### config.mk
export PLATFORM = sky130hd
export DESIGN_NAME = corr_sync_array
export DESIGN_NICKNAME = d
export VERILOG_FILES = /design/src/rtl/corr_sync_array.sv
export SDC_FILE = /design/constraint.sdc
export NUM_CORES = 1
export LEC_CHECK = 0
export ABC_CLOCK_PERIOD_IN_PS = 4400
export BUFFER_PORTS_ARGS = -buffer_cell sky130_fd_sc_hd__buf_2
export CAP_MARGIN = 40
export CORE_AREA = 2 2 39 41
export CTS_CLUSTER_DIAMETER = 80
export CTS_CLUSTER_SIZE = 12
export DETAILED_ROUTE_END_ITERATION = 12
export DIE_AREA = 0 0 41 43
export PLACE_DENSITY = 0.85
export SLEW_MARGIN = 40
export SYNTH_ARGS = -nofsm -noshare
export SYNTH_HDL_FRONTEND = slang
export SYNTH_SLANG_ARGS = --single-unit
export TNS_END_PERCENT = 1
### constraint.sdc
create_clock -name clk -period 4.4 [get_ports clk]
set_input_delay 1.32 -clock clk [delete_from_list [all_inputs] [get_ports clk]]
set_output_delay 1.32 -clock clk [all_outputs]
set_load 0.05 [all_outputs]
### src/rtl/corr_sync_array.sv
// Bank of independent stochastic-bitstream correlation manipulators.
// Each channel holds up to DEPTH 1s of the leading stream to push the pair toward SCC=+1 (sync) or -1 (desync).
module corr_sync_array #(
   parameter int CH      = 1,
   parameter int DEPTH   = 2,
   parameter int OUT_REG = 0
) (
   input  logic          clk,
   input  logic          rst_n,
   input  logic          en,
   input  logic          clr,
   input  logic [CH-1:0] mode,
   input  logic [CH-1:0] in_a,
   input  logic [CH-1:0] in_b,
   output logic [CH-1:0] out_a,
   output logic [CH-1:0] out_b,
   output logic          out_valid,
   output logic [CH-1:0] held
);

   localparam int BW = $clog2(DEPTH + 1) + 1;
   localparam logic signed [BW-1:0] BAL_MAX = BW'(DEPTH);
   localparam logic signed [BW-1:0] BAL_MIN = -BAL_MAX;
   localparam logic signed [BW-1:0] BAL_ONE = BW'(1);

   logic [CH-1:0] oa_comb;
   logic [CH-1:0] ob_comb;

   generate
      for (genvar gi = 0; gi < CH; gi++) begin : g_ch
         logic signed [BW-1:0] bal_reg;
         logic signed [BW-1:0] bal_next;
         logic                 oa;
         logic                 ob;
         logic                 pos;
         logic                 neg;
         logic                 at_max;
         logic                 at_min;

         assign neg    = bal_reg[BW-1];
         assign pos    = !bal_reg[BW-1] && (bal_reg != '0);
         assign at_max = (bal_reg == BAL_MAX);
         assign at_min = (bal_reg == BAL_MIN);

         always_comb begin
            oa       = 1'b0;
            ob       = 1'b0;
            bal_next = bal_reg;
            if (en) begin
               if (!mode[gi]) begin
                  // Sync: a lone 1 pairs with a held 1 of the other stream, else is held if room remains.
                  case ({in_a[gi], in_b[gi]})
                     2'b10: begin
                        if (neg) begin
                           oa       = 1'b1;
                           ob       = 1'b1;
                           bal_next = bal_reg + BAL_ONE;
                        end else if (!at_max) begin
                           bal_next = bal_reg + BAL_ONE;
                        end else begin
                           oa = 1'b1;
                        end
                     end
                     2'b01: begin
                        if (pos) begin
                           oa       = 1'b1;
                           ob       = 1'b1;
                           bal_next = bal_reg - BAL_ONE;
                        end else if (!at_min) begin
                           bal_next = bal_reg - BAL_ONE;
                        end else begin
                           ob = 1'b1;
                        end
                     end
                     default: begin
                        oa = in_a[gi];
                        ob = in_b[gi];
                     end
                  endcase
               end else begin
                  // Desync: overlapping 1s are split, one held and released on a later idle cycle.
                  case ({in_a[gi], in_b[gi]})
                     2'b11: begin
                        if (at_max || at_min) begin
                           oa = 1'b1;
                           ob = 1'b1;
                        end else if (pos) begin
                           ob       = 1'b1;
                           bal_next = bal_reg + BAL_ONE;
                        end else begin
                           oa       = 1'b1;
                           bal_next = bal_reg - BAL_ONE;
                        end
                     end
                     2'b00: begin
                        if (pos) begin
                           oa       = 1'b1;
                           bal_next = bal_reg - BAL_ONE;
                        end else if (neg) begin
                           ob       = 1'b1;
                           bal_next = bal_reg + BAL_ONE;
                        end
                     end
                     default: begin
                        oa = in_a[gi];
                        ob = in_b[gi];
                     end
                  endcase
               end
            end
            if (clr) begin
               bal_next = '0;
            end
         end

         always_ff @(posedge clk) begin
            if (!rst_n) begin
               bal_reg <= '0;
            end else begin
               bal_reg <= bal_next;
            end
         end

         assign held[gi]    = (bal_reg != '0);
         assign oa_comb[gi] = oa;
         assign ob_comb[gi] = ob;
      end
   endgenerate

   generate
      if (OUT_REG == 0) begin : g_out_comb
         assign out_a     = rst_n ? oa_comb : '0;
         assign out_b     = rst_n ? ob_comb : '0;
         assign out_valid = rst_n & en;
      end else begin : g_out_reg
         logic [CH-1:0] out_a_reg;
         logic [CH-1:0] out_b_reg;
         logic          out_valid_reg;

         always_ff @(posedge clk) begin
            if (!rst_n) begin
               out_a_reg     <= '0;
               out_b_reg     <= '0;
               out_valid_reg <= 1'b0;
            end else begin
               out_a_reg     <= oa_comb;
               out_b_reg     <= ob_comb;
               out_valid_reg <= en;
            end
         end

         assign out_a     = out_a_reg;
         assign out_b     = out_b_reg;
         assign out_valid = out_valid_reg;
      end
   endgenerate

endmodule

Word-level counts from Yosys, hierarchy flattened
Cells that the tools add are included.
{"block": "totals", "output_inout_bits": 4, "register_bits": 3, "wordCells": 56}
{"block": "classes", "n_eq_ne": 10, "reduce_logical": 9, "n_bitwise": 2, "muxes": 31, "addsub": 2}
{"operator": "2-to-1 mux 3 bit", "n": 9}
{"operator": "2-to-1 mux 1 bit", "n": 16}
{"operator": "!= test 4 bit, second input constant", "n": 3}
{"operator": "one-hot mux 3 bit (2 select lines)", "n": 2}
{"operator": "one-hot mux 1 bit (2 select lines)", "n": 4}
{"operator": "AND reduction 7 bit", "n": 1}
{"operator": "nonzero test 3 bit", "n": 2}
{"operator": "AND reduction 5 bit", "n": 1}
{"operator": "== test 2 bit, second input constant", "n": 2}
{"operator": "adder 3 x 2 -> 3 bit, second input constant", "n": 1}
{"operator": "== test 3 x 2 -> 1 bit, second input constant", "n": 1}
{"operator": "== test 3 bit, second input constant", "n": 1}
{"operator": "!= test 3 x 1 -> 1 bit, second input constant", "n": 1}
{"operator": "!= test 3 bit, second input constant", "n": 1}
{"operator": "subtractor 3 x 2 -> 3 bit, second input constant", "n": 1}
{"operator": "== test 2 x 1 -> 1 bit, second input constant", "n": 1}
{"operator": "logical NOT 2 bit", "n": 1}
{"operator": "OR reduction 2 bit", "n": 1}
{"operator": "bitwise AND 1 bit", "n": 1}
{"operator": "logical AND 1 bit", "n": 1}
{"operator": "logical NOT 1 bit", "n": 1}
{"operator": "logical OR 1 bit", "n": 1}
{"operator": "inverter 1 bit", "n": 1}

Logic depth before layout (Yosys ltp)
{"block": "logic_depth", "depth_word": 8, "ltp_mapped": 8, "ltp_nobuf": 8}

Worst setup path before layout
No wires, ideal clock.
{"block": "synth_path", "path_kind": "input-to-output", "from": "input in_b", "to": "output out_b", "cell_stages": 6, "path_buffers": 0, "path_slack_ns": 0.343, "arrival_time_ns": 2.737, "path_cell_list": "inv_1 -> ha_1 -> inv_1 -> nand2_1 -> o311ai_1 -> a21oi_1"}
{"block": "synth_between", "elab_chain_cells": 5, "word_cells_on_any_way": 9, "classes_between": "eq/ne: 3; mux: 5; reduce/logical: 1"}
{"item": "start: declaration", "line_no": "14", "text": "input logic [CH-1:0] in_b,"}
{"item": "== test 2 x 1 -> 1 bit, or another cell as far along", "line_no": "52", "text": "case ({in_a[gi], in_b[gi]})"}
{"item": "one-hot mux 1 bit (2 select lines), on equally long branches", "line_no": "52, 82"}
{"item": "2-to-1 mux 1 bit *", "line_no": "50", "text": "if (!mode[gi]) begin"}
{"item": "2-to-1 mux 1 bit *", "line_no": "49", "text": "if (en) begin"}
{"item": "2-to-1 mux 1 bit *", "line_no": "133", "text": "assign out_b = rst_n ? ob_comb : '0;"}
{"item": "end: declaration", "line_no": "16", "text": "output logic [CH-1:0] out_b,"}
Mark *: on every way between the ends. The rest lies on a longest branch, timed or not.

Worst setup path after layout
{"block": "layout_path", "from": "input in_a", "to": "output out_a"}
{"block": "layout_between", "elab_chain_cells": 5, "word_cells_on_any_way": 9, "classes_between": "eq/ne: 3; mux: 5; reduce/logical: 1"}
{"item": "start: declaration", "line_no": "13", "text": "input logic [CH-1:0] in_a,"}
{"item": "== test 2 x 1 -> 1 bit, or another cell as far along", "line_no": "52"}
{"item": "one-hot mux 1 bit (2 select lines), on equally long branches", "line_no": "52, 82"}
{"item": "2-to-1 mux 1 bit *", "line_no": "50"}
{"item": "2-to-1 mux 1 bit *", "line_no": "49"}
{"item": "2-to-1 mux 1 bit *", "line_no": "132", "text": "assign out_a = rst_n ? oa_comb : '0;"}
{"item": "end: declaration", "line_no": "15", "text": "output logic [CH-1:0] out_a,"}
Marks and branches as above.

==> results by group <==
Run status
  – Status: finished clean

Floorplanning
  – Die X: a little over 40 microns
  – IO Count: 11
  – Chip height: between 40 and 50 microns
  – Initial Util: 0.5127
  – Row cnt: 14
  – Core area: about 0.0014 sq mm
  – Die area: 0.001763 sq mm

Power
  – Seq pwr share: 0.212
  – Peak supply drop: between 0.07 and 0.08 mV
  – Psw: 0.05685 mW
  – Clock share of power: 0.337
  – Comb pwr share: 0.451
  – Pint: 0.08835 mW
  – Leak: 0.3570 nW
  – Sw Share: 0.3915
  – Cell Pwr Density: around 190 mW/mm^2

Critical path
  – Crit start category: input pin
  – Buf/Inv on CP: 3
  – Worst path max stage delay: 340 ps
  – Slowest cell on crit path: ha_1
  – WP data arrival: 2650 ps
  – Crit end category: primary output
  – Critical path peak fanout: 9
  – Crit path top cell by count: buf_2
  – WP data required: around 3100 ps
  – Delay-heaviest family, CP: buffers and inverters
  – Critical-path cell list: buf_2 > inv_1 > ha_1 > nand2_1 > a311oi_1 > a31oi_1 > nor2_1 > buf_2
  – Setup Crit Path Kind: input pin to primary output

Clocking
  – CTS clk-pin slew, worst paths: 40 ps
  – Clock Latency Late Sink: 230 ps
  – CTS tree: built
  – CTS buffer count: 3
  – Clk sinks: 3
  – Setup repair bufs after CTS: 0
  – CTS Buffer Depth: 2
  – H-tree depth: 1
  – Clk root buf: clkbuf_4
  – Post-CTS Resized: 0
  – Hold buffers post-CTS: 0

Finish
  – Fin nets: 124
  – Diodes inserted: 0
  – Max reg flops: 3
  – Final Instance Area: 782.0 sq um
  – Layout cell share with drive strength beyond 1: 0.1731
  – P&R area growth vs syn: 10.23%

Global routing
  – GRT met3 Usage: 0
  – Gr ovfl total: 0
  – Largest net degree at the start of global routing: 15
  – Initial antenna violation count: 0
  – Met2 track demand over resource: 0.2781
  – Total GRT Usage: 0.1800
  – Met1 Use GR: 0.2508
  – Vias in the first global route: about 550
  – Gr busiest metal: met2
  – First-pass GRT wire length: 2.270 mm

Placement
  – Post-DP Area: 755.7 sq um
  – Placer Congestion: 0.8333
  – Place WS: 415.0 ps
  – Number of I/O port buffers: 10
  – HPWL after detailed placement: 1.150 mm

Hold path
  – Min-Delay Path Class: flip-flop to flip-flop

Flow run
  – Max-Cap Viols: 0

STA
  – RSZ-0062 raised after global routing: no
  – Worst slew pin tran: 413.7 ps
  – Crit path time final: 3974 ps
  – Final hold vios: 0
  – Peak Freq: 251.6 MHz
  – Setup Skew: 1.534 ps
  – Hold_ws: roughly 570 ps
  – Final setup violation count: 0
  – Crit share post-route: 0.9032
  – Rel. slew slack: 0.7238
  – Setup WS post-layout: between 400 and 500 ps
  – Setup TNS: 0 ps
  – Max-slew violation count: 0

Drt
  – Detailed Route WL: 1.439 mm
  – Vias: around 700
  – Drt initial violations: 13
  – Via density: 5.808
  – Detail Route Antenna Nets: 0
  – Remaining routing DRC violations: 0
  – Post-detailed-route wirelength per cell: 11.99 microns
  – Detailed Routing Iterations Pass 1: 4

Synth
  – Synth cell types: 36
  – Async set-reset flop share out of synthesis: 0
  – Synth Cell Area: 709.4 sq um
  – Number of synthesized flops with an enable pin: 0
  – Warnings from Yosys: 0
  – Post-synthesis sequential area ratio: 0.08466
  – Synth top area share: 0.2116
  – Post-Synthesis Net Count: 113
  – Synthesized instance count: 94
  – Most frequent cell after synthesis: ha_1
  – Yosys reg bits: 3
  – Post-synth top flop: dfxtp_1
  – Synth top cells by count: 12 x ha_1, 11 x inv_1, 8 x nand2b_1
  – Largest cells by area after synthesis: ha_1 21%, dfxtp_1 8.5%, nand2b_1 7.1%
  – Yosys top cell by area: ha_1
  – Synth Area per Inst: 7.547 sq um
-- placed cells by master, fill, tap and decap left out, types with 2 or more instances in the layout --
cell type,count
a21boi_1,2
a21oi_1,4
a31oi_1,3
and3b_1,2
buf_2,10
clkbuf_4,3
dfxtp_1,3
ha_1,12
inv_1,11
nand2_1,7
nand2b_1,8
nor2_1,4
nor2b_1,4
o2111ai_1,2
o21ai_0,4
o311ai_1,2
o31ai_1,3
o31ai_2,2
-- power by group through the flow --
| stage | combinational [mW] | sequential, mW | clock, mW |
|---|---|---|---|
| floorplan | 0.0528 | 0.0300 | 0 |
| global placement | 0.0642 | 0.0314 | 0 |
| detailed placement | 0.0652 | 0.0312 | 0 |
| CTS | 0.0655 | 0.0309 | 0.0507 |
| global route | 0.0718 | 0.0313 | 0.0518 |
| finish | 0.0655 | 0.0308 | 0.0489 |
-- routing by layer --
layer,share of wire,up-vias
met3,0.024,4
met1,0.48,309
li1,-,368
met4,0.026,0
met5,0,-
met2,0.47,16
-- worst register-to-register path, cell delays in order, from the launching register on --
cell and delay, ps:
dfxtp_1 410, inv_1 110, ha_1 230, inv_1 80, ha_1 270, nor2_1 90
and4_1 230, or3_4 390, o211a_1 230
-- through the flow --
step | instances | total power [mW] | util
after detailed placement | 116 | 0.09640 | 0.5461
after CTS | 120 | 0.1471 | 0.5651
after global placement | 116 | 0.09555 | 0.5461
final | 120 | 0.1452 | 0.5651
after floorplan | 94 | 0.08284 | -
after global routing | 120 | 0.1549 | 0.5651
-- logic make-up (layout without fill, tap and decap cells) --
group / count (synthesis) / after routing / synth area share
buffers and inverters: 16 / 26 / 0.09698
adder cells (fa/ha/maj): 12 / 12 / 0.2116
AND/OR/NAND/NOR: 33 / 33 / 0.2840
multiplexers: 1 / 1 / 0.01587
flip-flops: 3 / 3 / 0.08466
AO/OA/AOI/OAI: 29 / 29 / 0.3069
-- worst paths after layout --
| kind | from | end | slack (ps) | depth (start not counted) |
|---|---|---|---|---|
| worst max-delay path | in_a | out_a | 430 | 8 |
| worst min-delay path | g_ch[0].bal_reg[0] | g_ch[0].bal_reg[0] | 570 | 2 |
| worst max register to register | g_ch[0].bal_reg[0] | g_ch[0].bal_reg[1] | 2250 | 8 |
| worst min register to register | g_ch[0].bal_reg[0] | g_ch[0].bal_reg[0] | 570 | 2 |
-- area by class of cell --
| class | instances | area (sq um) |
|---|---|---|
| fill | 134 | 601.8 |
| multi-input combinational | 75 | 580.6 |
| sequential | 3 | 60.06 |
| timing repair buffer | 10 | 50.05 |
| inverter | 12 | 45.04 |
| clock buffer | 4 | 26.28 |
| tap | 16 | 20.02 |
(Power assumes the default switching activity.)
